$ cat src/rtl/rf_scoreboard_pkg.sv
// rf_scoreboard_pkg: shared register-file geometry and scoreboard widths.
package rf_scoreboard_pkg;
  localparam int NREG        = 16;
  localparam int REG_AW      = 4;
  localparam int DATA_W      = 16;
  localparam int CNT_W       = 2;
  localparam int STALL_CNT_W = 16;
  localparam logic [REG_AW-1:0] R0 = '0;
endpackage

$ cat src/rtl/rf_scoreboard_if.sv
// rf_scoreboard_if: issue/writeback/debug signals between pipeline and scoreboard.
interface rf_scoreboard_if;
  import rf_scoreboard_pkg::*;
  logic                   iss_vld;
  logic                   iss_re0;
  logic                   iss_re1;
  logic [REG_AW-1:0]      iss_p0_addr;
  logic [REG_AW-1:0]      iss_p1_addr;
  logic                   iss_we;
  logic [REG_AW-1:0]      iss_dst_addr;
  logic                   wb_vld;
  logic [REG_AW-1:0]      wb_dst_addr;
  logic                   flush;
  logic                   hlt;
  logic                   stall;
  logic                   iss_acc;
  logic [NREG-1:0]        busy_vec;
  logic                   idle;
  logic                   wb_err;
  logic [STALL_CNT_W-1:0] stall_cycles;
  modport master (
    output iss_vld, iss_re0, iss_re1, iss_p0_addr, iss_p1_addr, iss_we, iss_dst_addr,
           wb_vld, wb_dst_addr, flush, hlt,
    input  stall, iss_acc, busy_vec, idle, wb_err, stall_cycles
  );
  modport slave (
    input  iss_vld, iss_re0, iss_re1, iss_p0_addr, iss_p1_addr, iss_we, iss_dst_addr,
           wb_vld, wb_dst_addr, flush, hlt,
    output stall, iss_acc, busy_vec, idle, wb_err, stall_cycles
  );
endinterface

$ cat src/rtl/rf_scoreboard_sb_cnt.sv
// sb_cnt: pending-write counter for one register; never wraps, simultaneous inc/dec cancel.
module sb_cnt #(
  parameter int W = 2
) (
  input  logic clk,
  input  logic rst,
  input  logic i_inc,
  input  logic i_dec,
  input  logic i_clr,
  output logic o_zero,
  output logic o_max,
  output logic o_one
);
  logic [W-1:0] r_cnt;
  always_ff @(posedge clk or posedge rst)
    if (rst) r_cnt <= '0;
    else if (i_clr) r_cnt <= '0;
    else if (i_inc & ~i_dec & ~o_max) r_cnt <= r_cnt + W'(1);
    else if (i_dec & ~i_inc & ~o_zero) r_cnt <= r_cnt - W'(1);
  assign o_zero = r_cnt == '0;
  assign o_max  = &r_cnt;
  assign o_one  = r_cnt == W'(1);
endmodule

$ cat src/rtl/rf_scoreboard.sv
// rf_scoreboard: RAW/overflow issue stall with same-cycle writeback bypass, plus
// idle/busy status, sticky writeback error and a saturating stall-cycle counter.
module rf_scoreboard
  import rf_scoreboard_pkg::*;
(
  input  logic            clk,
  input  logic            rst,
  rf_scoreboard_if.slave  sb
);
  logic [NREG-1:0]        w_zero, w_max, w_one, w_eff;
  logic [NREG-1:1]        w_inc, w_dec;
  logic                   w_dst_full;
  logic                   r_wb_err;
  logic [STALL_CNT_W-1:0] r_stall_cycles;
  assign w_zero[R0] = 1'b1;
  assign w_max[R0]  = 1'b0;
  assign w_one[R0]  = 1'b0;
  for (genvar r = 1; r < NREG; r++) begin : g_cnt
    assign w_inc[r] = sb.iss_acc & sb.iss_we & (sb.iss_dst_addr == REG_AW'(r));
    assign w_dec[r] = sb.wb_vld & (sb.wb_dst_addr == REG_AW'(r)) & ~w_zero[r];
    sb_cnt #(.W(CNT_W)) u_cnt (
      .clk    (clk),
      .rst    (rst),
      .i_inc  (w_inc[r]),
      .i_dec  (w_dec[r]),
      .i_clr  (sb.flush),
      .o_zero (w_zero[r]),
      .o_max  (w_max[r]),
      .o_one  (w_one[r])
    );
  end
  // A register whose last pending write retires this cycle is already readable.
  always_comb begin
    w_eff = '0;
    for (int r = 0; r < NREG; r++)
      w_eff[r] = ~w_zero[r] & ~(sb.wb_vld & (sb.wb_dst_addr == REG_AW'(r)) & w_one[r]);
  end
  assign w_dst_full = sb.iss_we & (sb.iss_dst_addr != R0) & w_max[sb.iss_dst_addr]
                    & ~(sb.wb_vld & (sb.wb_dst_addr == sb.iss_dst_addr));
  assign sb.stall   = sb.iss_vld & ~sb.flush & ((sb.iss_re0 & w_eff[sb.iss_p0_addr])
                    | (sb.iss_re1 & w_eff[sb.iss_p1_addr]) | w_dst_full);
  assign sb.iss_acc = sb.iss_vld & ~sb.stall & ~sb.flush;
  always_ff @(posedge clk or posedge rst)
    if (rst) r_wb_err <= 1'b0;
    else if (sb.wb_vld & (sb.wb_dst_addr != R0) & w_zero[sb.wb_dst_addr]) r_wb_err <= 1'b1;
  always_ff @(posedge clk or posedge rst)
    if (rst) r_stall_cycles <= '0;
    else if (sb.stall & ~sb.hlt & ~&r_stall_cycles) r_stall_cycles <= r_stall_cycles + 1'b1;
  assign sb.busy_vec     = ~w_zero;
  assign sb.idle         = &w_zero;
  assign sb.wb_err       = r_wb_err;
  assign sb.stall_cycles = r_stall_cycles;
endmodule

$ cat src/flat_wrapper.sv
// flat-port wrapper written by rule: the top's interface ports become plain ports
module rf_scoreboard_flat import rf_scoreboard_pkg::*;
  (clk, rst, sb_iss_vld, sb_iss_re0, sb_iss_re1, sb_iss_p0_addr, sb_iss_p1_addr, sb_iss_we, sb_iss_dst_addr, sb_wb_vld, sb_wb_dst_addr, sb_flush, sb_hlt, sb_stall, sb_iss_acc, sb_busy_vec, sb_idle, sb_wb_err, sb_stall_cycles);
  rf_scoreboard_if sb_i ();
  input  logic clk;
  input  logic rst;
  input wire logic [$bits(sb_i.iss_vld)-1:0] sb_iss_vld;
  input wire logic [$bits(sb_i.iss_re0)-1:0] sb_iss_re0;
  input wire logic [$bits(sb_i.iss_re1)-1:0] sb_iss_re1;
  input wire logic [$bits(sb_i.iss_p0_addr)-1:0] sb_iss_p0_addr;
  input wire logic [$bits(sb_i.iss_p1_addr)-1:0] sb_iss_p1_addr;
  input wire logic [$bits(sb_i.iss_we)-1:0] sb_iss_we;
  input wire logic [$bits(sb_i.iss_dst_addr)-1:0] sb_iss_dst_addr;
  input wire logic [$bits(sb_i.wb_vld)-1:0] sb_wb_vld;
  input wire logic [$bits(sb_i.wb_dst_addr)-1:0] sb_wb_dst_addr;
  input wire logic [$bits(sb_i.flush)-1:0] sb_flush;
  input wire logic [$bits(sb_i.hlt)-1:0] sb_hlt;
  output wire logic [$bits(sb_i.stall)-1:0] sb_stall;
  output wire logic [$bits(sb_i.iss_acc)-1:0] sb_iss_acc;
  output wire logic [$bits(sb_i.busy_vec)-1:0] sb_busy_vec;
  output wire logic [$bits(sb_i.idle)-1:0] sb_idle;
  output wire logic [$bits(sb_i.wb_err)-1:0] sb_wb_err;
  output wire logic [$bits(sb_i.stall_cycles)-1:0] sb_stall_cycles;
  assign sb_i.iss_vld = sb_iss_vld;
  assign sb_i.iss_re0 = sb_iss_re0;
  assign sb_i.iss_re1 = sb_iss_re1;
  assign sb_i.iss_p0_addr = sb_iss_p0_addr;
  assign sb_i.iss_p1_addr = sb_iss_p1_addr;
  assign sb_i.iss_we = sb_iss_we;
  assign sb_i.iss_dst_addr = sb_iss_dst_addr;
  assign sb_i.wb_vld = sb_wb_vld;
  assign sb_i.wb_dst_addr = sb_wb_dst_addr;
  assign sb_i.flush = sb_flush;
  assign sb_i.hlt = sb_hlt;
  assign sb_stall = sb_i.stall;
  assign sb_iss_acc = sb_i.iss_acc;
  assign sb_busy_vec = sb_i.busy_vec;
  assign sb_idle = sb_i.idle;
  assign sb_wb_err = sb_i.wb_err;
  assign sb_stall_cycles = sb_i.stall_cycles;
  rf_scoreboard u_core (.clk(clk), .rst(rst), .sb(sb_i));
endmodule
$ cat config.mk
export PLATFORM = sky130hd
export DESIGN_NAME = rf_scoreboard_flat
export DESIGN_NICKNAME = d
export VERILOG_FILES = /design/src/rtl/rf_scoreboard_pkg.sv /design/src/rtl/rf_scoreboard_if.sv /design/src/rtl/rf_scoreboard_sb_cnt.sv /design/src/rtl/rf_scoreboard.sv /design/src/flat_wrapper.sv
export SDC_FILE = /design/constraint.sdc
export NUM_CORES = 1
export LEC_CHECK = 0
export ABC_AREA = 1
export CORE_UTILIZATION = 55
export DETAILED_ROUTE_END_ITERATION = 8
export PLACE_DENSITY = 0.87
export SETUP_SLACK_MARGIN = 0.05
export SYNTH_ARGS = -nofsm -noshare
export SYNTH_HDL_FRONTEND = slang
export SYNTH_SLANG_ARGS = --single-unit
export TNS_END_PERCENT = 10
$ cat constraint.sdc
create_clock -name clk -period 2.5 [get_ports clk]
set_input_delay 0.5 -clock clk [delete_from_list [all_inputs] [get_ports clk]]
set_output_delay 0.5 -clock clk [all_outputs]
set_load 0.05 [all_outputs]
======== After elaboration in Yosys (flattened, before gate mapping) ========
Cells that the tools add are included.
W data, S select, Z words.
cells by class
  bitwise gates (word level) .............. 232
  multiplexer cells ....................... 53
  $lt $le $gt $ge ......................... 4
  reduce and logical (&&, ||, !) cells .... 50
  add/subtract/negate cells ............... 31
  equality and inequality tests ........... 46
operators by type and width
  kind                     count
  $and A1 B1 Y1            150
  $mux W2                  45
  $not A1 Y1               79
  $eq A4 B4 Y1 const B     16
  $reduce_bool A3 Y1       15
  $eq A4 B3 Y1 const B     8
  $add A2 B1 Y2 const B    15
  $eq A2 B1 Y1 const B     15
  $logic_not A2 Y1         15
  $reduce_and A2 Y1        15
  $sub A2 B1 Y2 const B    15
  $lt A4 B5 Y1 const B     4
  $add A16 B1 Y16 const B  1
  $bmux W1 S4              4
  $eq A4 B2 Y1 const B     4
  $not A16 Y16             1
  $reduce_and A16 Y1       1
  $reduce_and A15 Y1       1
  $eq A4 B1 Y1 const B     2
  $reduce_bool A4 Y1       2
  $eq A4 B4 Y1             1
  $mux W1                  4
  $or A1 B1 Y1             2
  $logic_not A1 Y1         1
word-level totals
  word-level logic and storage cells ...... 433
  output and inout bits ................... 36
  register bits ........................... 47
  input bits .............................. 25

======== Longest topological paths before layout ========
Gate-level depths: netlist (run 1).
  word-level depth ........................ 22
  depth in mapped cells ................... 17
  mapped depth without buffers ............ 17

======== Modules after synthesis ========
A second synthesis (run 1) with hierarchy kept.
second synthesis, totals
  cells, all modules ...................... 728
  area total of the unflattened synthesis .. 5,023.6 µm²
by module, submodules not included
  module         area an instance (µm²)  cells an instance  instances  seq. area each (µm²)
  sb_cnt         190.2                   24                 15         50.0
  rf_scoreboard  2,170.8                 368                1          425.4

======== Worst setup path before layout (run 1) ========
No wires, ideal clock.
  path kind ............................... flip-flop to output port
  start point ............................. register u_core.g_cnt[2].u_cnt.r_cnt[0]
  end point ............................... output sb_idle
  cell stages (with the launch flop) ...... 5
  path buffers ............................ 0
  slack ................................... -0.287 ns
  data arrival time ....................... 2.287 ns
  required time ........................... 2.000 ns
  path through ............................ dfrtp_1 > inv_1 > ha_1 > nand4_1 > nor4_1
on the way
  longest elaborated chain between the ends .. 2
RTL lines
  what                      RTL line                    text
  start: declaration        rf_scoreboard_sb_cnt.sv:14  logic [W-1:0] r_cnt;
  start signal: assignment  rf_scoreboard_sb_cnt.sv:18  else if (i_inc & ~i_dec & ~o_max) r_cnt <= r_cnt + W'(1);
  start signal: assignment  rf_scoreboard_sb_cnt.sv:19  else if (i_dec & ~i_inc & ~o_zero) r_cnt <= r_cnt - W'(1);
  $logic_not A2 Y1          rf_scoreboard_sb_cnt.sv:20  assign o_zero = r_cnt == '0;
  $reduce_and A15 Y1        rf_scoreboard.sv:50         assign sb.idle = &w_zero;
  end: declaration          flat_wrapper.sv:21          output wire logic [$bits(sb_i.idle)-1:0] sb_idle;
Every way passes these cells.

======== Final worst setup path (run 1) ========
  start point ............................. register u_core.g_cnt[5].u_cnt.r_cnt[0]
  end point ............................... output sb_iss_acc
on the way
  longest elaborated chain between the ends .. 13
  elaborated cells on any way between the ends .. 23
  classes of those cells .................. 1 x eq/ne; 6 x mux; 14 x bitwise; 2 x reduce/logical
RTL lines
  what                              RTL line                                  text
  start: declaration                rf_scoreboard_sb_cnt.sv:14
  start signal: assignment          rf_scoreboard_sb_cnt.sv:18
  start signal: assignment          rf_scoreboard_sb_cnt.sv:19
  $eq A2 B1 Y1                      rf_scoreboard_sb_cnt.sv:22                assign o_one = r_cnt == W'(1);
  $and A1 B1 Y1                     rf_scoreboard.sv:36                       w_eff[r] = ~w_zero[r] & ~(sb.wb_vld & (sb.wb_dst_addr == REG_AW'(r)) & w_one[r]);
  $not A1 Y1                        rf_scoreboard.sv:36
  $and A1 B1 Y1                     rf_scoreboard.sv:36
  $bmux W1 S4 (on tied branches)    rf_scoreboard.sv:40, rf_scoreboard.sv:41
  $mux W1 (on tied branches)        rf_scoreboard.sv:40, rf_scoreboard.sv:41
  $and A1 B1 Y1 (on tied branches)  rf_scoreboard.sv:40, rf_scoreboard.sv:41
  $or A1 B1 Y1                      rf_scoreboard.sv:41                       | (sb.iss_re1 & w_eff[sb.iss_p1_addr]) | w_dst_full);
  $or A1 B1 Y1 (*)                  rf_scoreboard.sv:41
  $and A1 B1 Y1 (*)                 rf_scoreboard.sv:40                       assign sb.stall = sb.iss_vld & ~sb.flush & ((sb.iss_re0 & w_eff[sb.iss_p0_addr])
  $not A1 Y1 (*)                    rf_scoreboard.sv:42                       assign sb.iss_acc = sb.iss_vld & ~sb.stall & ~sb.flush;
  $and A1 B1 Y1 (*) (2 in a row)    rf_scoreboard.sv:42
  end: declaration                  flat_wrapper.sv:19                        output wire logic [$bits(sb_i.iss_acc)-1:0] sb_iss_acc;
Every way passes the cells marked *; elsewhere a longest branch is shown, timed or not. The select of a mux whose other input is x is not followed.

==> summary by stage, run 1 <==
Worst setup path
The maximum fanout along the worst path is 4. The worst setup path is of the register to primary output kind. On the worst path, the slowest cell contributes a delay of 0.44 ns.

Walking the worst path, the cells encountered are ha_1 > o22ai_1 > o21ai_1 > o21ai_1 > nor2_1 > nand2_1 > nand3_2 > nor2_4 > buf_12 > buf_12. STA classifies the critical path startpoint as a register. The worst setup path is captured at a primary output.

The arrival time of data at the critical path endpoint is 2.15 ns. The cell type of the slowest stage on the worst timing path is sky130_fd_sc_hd__dfrtp_1. Data on the critical path is required at its endpoint by 2.00 ns. The cell family contributing the most delay on the critical path is simple AND/OR/NAND/NOR gates. The sum of buffers and inverters on the critical path is 2.

Finish
The number of antenna diodes in the final layout is 0. The finished layout holds 935 standard cells, fillers aside. The share of layout cells above drive strength 1 is 28.7%. The post-layout net count is 903. From synthesis to final layout, the design area changed by 44.0%.

Floorplanning
The number of rows created at floorplan is 32. The floorplan step defined a die boundary enclosing 0.00856 mm². The floorplan step set the die height to 92.5 µm.

Once the floorplan was initialized, standard cells occupied 57.5% of the core. 61 I/O pins were placed. Measured along the x axis, the die boundary spans 92.5 µm. The placeable core region is 0.00785 mm².

Timing
The final worst setup slack is -0.149 ns. The worst hold slack is 0.494 ns. Subtracting the final worst setup slack from the clock period gives 2.65 ns. The number of max-slew violations in the final report was 0. The count of endpoints failing hold in the final timing report is 0. The timing-limited maximum frequency is 378 MHz. Setup violations remaining at the end of the flow were counted as 27. Measured against its own limit, the worst slew margin works out to 59.1%. At the pin with the least slew margin, the transition time is 0.613 ns. Setup repair after global routing could not meet its margin everywhere. Between clock sinks in the finished design, the worst skew comes to 0.00924 ns. In the finished design, the share of the clock period the worst path needs comes to 106%.

Hold path
The worst hold path belongs to the class register to register.

Clock tree
The clock edge transition at the registers on the reported setup and hold paths is 0.10 ns. The CTS tree is yes. The number of hold buffers added after cts is 0. Counting along the longest clock path gives a buffer depth of 2. The later pin in the worst-skew pair is clocked with a latency of 0.32 ns. The clock drives 47 sinks. The number of buffers created by CTS is 5. Clock tree synthesis selected as its root buffer the cell sky130_fd_sc_hd__clkbuf_8.

The maximum level of the CTS H-tree is 2.

Synthesis
The number of different library cells used by synthesis comes to 33. Counting every instance in the synthesized netlist gives 676. The synthesized area divided by synthesized cell count is 6.67 µm². The flip-flop cell with the highest count after synthesis is sky130_fd_sc_hd__dfrtp_1.

Yosys mapped a number of flops with a built-in enable equal to 0. The net count of the mapped netlist is 747. The share of synthesized flip-flops with an asynchronous set or reset is 100%. The sequential cell area fraction in the yosys report is 26.1%. Synthesis inferred 47 register bits. The post-synthesis cell area is 0.00451 mm². The number of warning messages in the yosys log is 0.

Detailed routing
The number of vias per cell is 6.15. The detail route stage leaves a number of antenna-violating nets equal to 0. Dividing the detail-routed wire length by the instance count gives 18.8 µm. In the routed design, unresolved DRC markers number 0. Detailed routing inserted a total of 5747 vias. The overall routed net length is 17600 µm.

The first detailed-routing pass ran for 6 iterations. The first routing iteration left 522 violations.

Power
In this run the static leakage power is 3.18 nW. The total power is 3.16 mW. The power density relative to cell area is 487 mW/mm². The maximum vdd ir drop is 732 µV.

GRT
The residual overflow from global routing is 0. Global routing used 40.8% of the available tracks. The initial antenna violation count is 0. The number of global-route vias before repair is 5576. The first-pass GRT wire length is 27200 µm.

The pin count of the biggest net entering global routing is 48.

Placed design
After legalization and detailed placement, the total HPWL measured 12200 µm. The number of I/O port buffers is 59. At the end of routability-driven placement, the weighted congestion stood at 1.02. The number of cells after detailed placement is 900.

Outcome
The flow ran to the end, but the final reports show violations. The final reports fail on negative setup slack.

Job
The number of max-cap violations is 0.
==> timing repair <==
action                                 CTS  global route
buffers inserted                        23             3
setup endpoints to repair               53            45
cloned                                   1             0
pin swaps                               19            22
gates resized for setup                120            37
endpoints found under the hold margin    0             0
==> routing by layer <==
metal  track usage [%]  share of wire (%)  routed length [µm]  up-vias
met5                 0                  0                   0        -
met4              23.3                5.5                 959        0
met3              6.81                 10                1760       92
met2              67.8                 46                8050      414
met1              49.8                 39                6830     2661
li1                  -                  -                   -     2580
==> layout by cell type (no fill, tap or decap), drive strengths merged <==
cell	instances
o21ai	8
xor2	8
xnor2	6
nor3	15
dfrtp	47
o22ai	11
o221ai	2
buf	127
a22o	1
conb	1
nand4	57
ha	46
inv	115
a21oi	3
dlymetal6s2s	3
a22oi	1
or2	5
clkdlybuf4s50	30
bufinv	2
nor2	95
dlygate4sd2	6
o31ai	1
clkbuf	5
bufbuf	1
o21bai	1
nand2	90
a41oi	1
nand3	137
nor4	7
o2111ai	1
==> report_power, final <==
part	internal [mW]	leakage, nW	switching, mW	total [mW]
combinational	0.556	2.52	0.912	1.47
sequential	0.850	0.588	0.124	0.974
clock	0.407	0.0703	0.311	0.717
total	1.81	3.18	1.35	3.16
==> state kept, by name, summed over array words and instances (netlist names) <==
| register | flops |
|---|---|
| u_core.g_cnt.u_cnt.r_cnt | 30 |
| u_core.sb.stall_cycles | 16 |
| u_core.sb.wb_err | 1 |
==> worst register-to-register path: cells and delay by family (launching register included) <==
| kind | cells | cell delay [ns] |
|---|---|---|
| buffers and inverters | 3 | 0.51 |
| AND/OR/NAND/NOR | 7 | 0.87 |
| adder cells (fa/ha/maj) | 1 | 0.24 |
| flip-flops | 1 | 0.44 |
| AO/OA/AOI/OAI | 3 | 0.45 |
==> final cells by class <==
type | count | area, µm²
clock buffer | 5 | 68.8
inverter | 114 | 430
clock inverter | 3 | 71.3
tap | 102 | 128
multi-input combinational | 497 | 3150
timing repair buffer | 167 | 1460
fill | 487 | 1360
sequential | 47 | 1180
==> cells in the mapped netlist (4+ instances only) <==
library cell	instances	share of area [%]
sky130_fd_sc_hd__clkbuf_1	5	0.42
sky130_fd_sc_hd__xor2_1	8	1.6
sky130_fd_sc_hd__nor4_1	7	0.97
sky130_fd_sc_hd__o21ai_0	8	0.89
sky130_fd_sc_hd__nand4_1	57	7.9
sky130_fd_sc_hd__nand2_1	88	7.3
sky130_fd_sc_hd__xnor2_1	6	1.2
sky130_fd_sc_hd__dfrtp_1	47	26
sky130_fd_sc_hd__nand3_1	136	15
sky130_fd_sc_hd__inv_2	5	0.42
sky130_fd_sc_hd__ha_1	46	13
sky130_fd_sc_hd__or2_2	5	0.69
sky130_fd_sc_hd__nor2_1	91	7.6
sky130_fd_sc_hd__buf_1	6	0.50
sky130_fd_sc_hd__nor3_1	12	1.3
sky130_fd_sc_hd__buf_4	4	0.67
sky130_fd_sc_hd__inv_1	109	9.1
sky130_fd_sc_hd__o22ai_1	11	1.5
==> final timing paths <==
path                                                     start  cells after the start  slack [ns]                         endpoint
worst min register to register                u_core.sb.wb_err                      2        0.49                 u_core.sb.wb_err
max in group asynchronous                                  rst                      3        1.41  u_core.g_cnt[10].u_cnt.r_cnt[0]
min in group asynchronous                                  rst                      3        0.65   u_core.g_cnt[4].u_cnt.r_cnt[1]
worst min-delay path                          u_core.sb.wb_err                      2        0.49                 u_core.sb.wb_err
worst max-delay path            u_core.g_cnt[5].u_cnt.r_cnt[0]                     10       -0.15                       sb_iss_acc
worst max register to register  u_core.g_cnt[5].u_cnt.r_cnt[0]                     14       -0.11  u_core.g_cnt[11].u_cnt.r_cnt[0]
==> kinds of logic (layout without fill, tap and decap cells) <==
logic type               after synthesis  after routing  share of synthesized area (%)
AND/OR/NAND/NOR                      406            406                           42.7
buffers and inverters                132            289                           11.4
flip-flops                            47             47                           26.1
adder cells (fa/ha/maj)               46             46                           12.8
AO/OA/AOI/OAI                         30             30                           4.22
XOR/XNOR                              14             14                           2.72
other                                  1              1                         0.0832
==> metrics by stage <==
stage	TNS (ns)	utilization (%)	cell area [µm²]	setup slack [ns]
detailed placement	-29.39	73.7	5790	-0.714
finish	-1.73	82.7	6490	-0.149
floorplan	-0.00805	-	4520	-0.00805
global route	-5.36	82.7	6490	-0.231
global placement	-25.31	73.7	5790	-0.657
CTS	-0.0771	80.9	6350	-0.0694
Note: power is estimated with default switching activity, not from simulation.
==> inputs of run 2 (changes only) <==
- CAP_MARGIN: unset -> 25
==> results of run 2 <==
Final layout, timing and power as in run 1 (identical DEF).
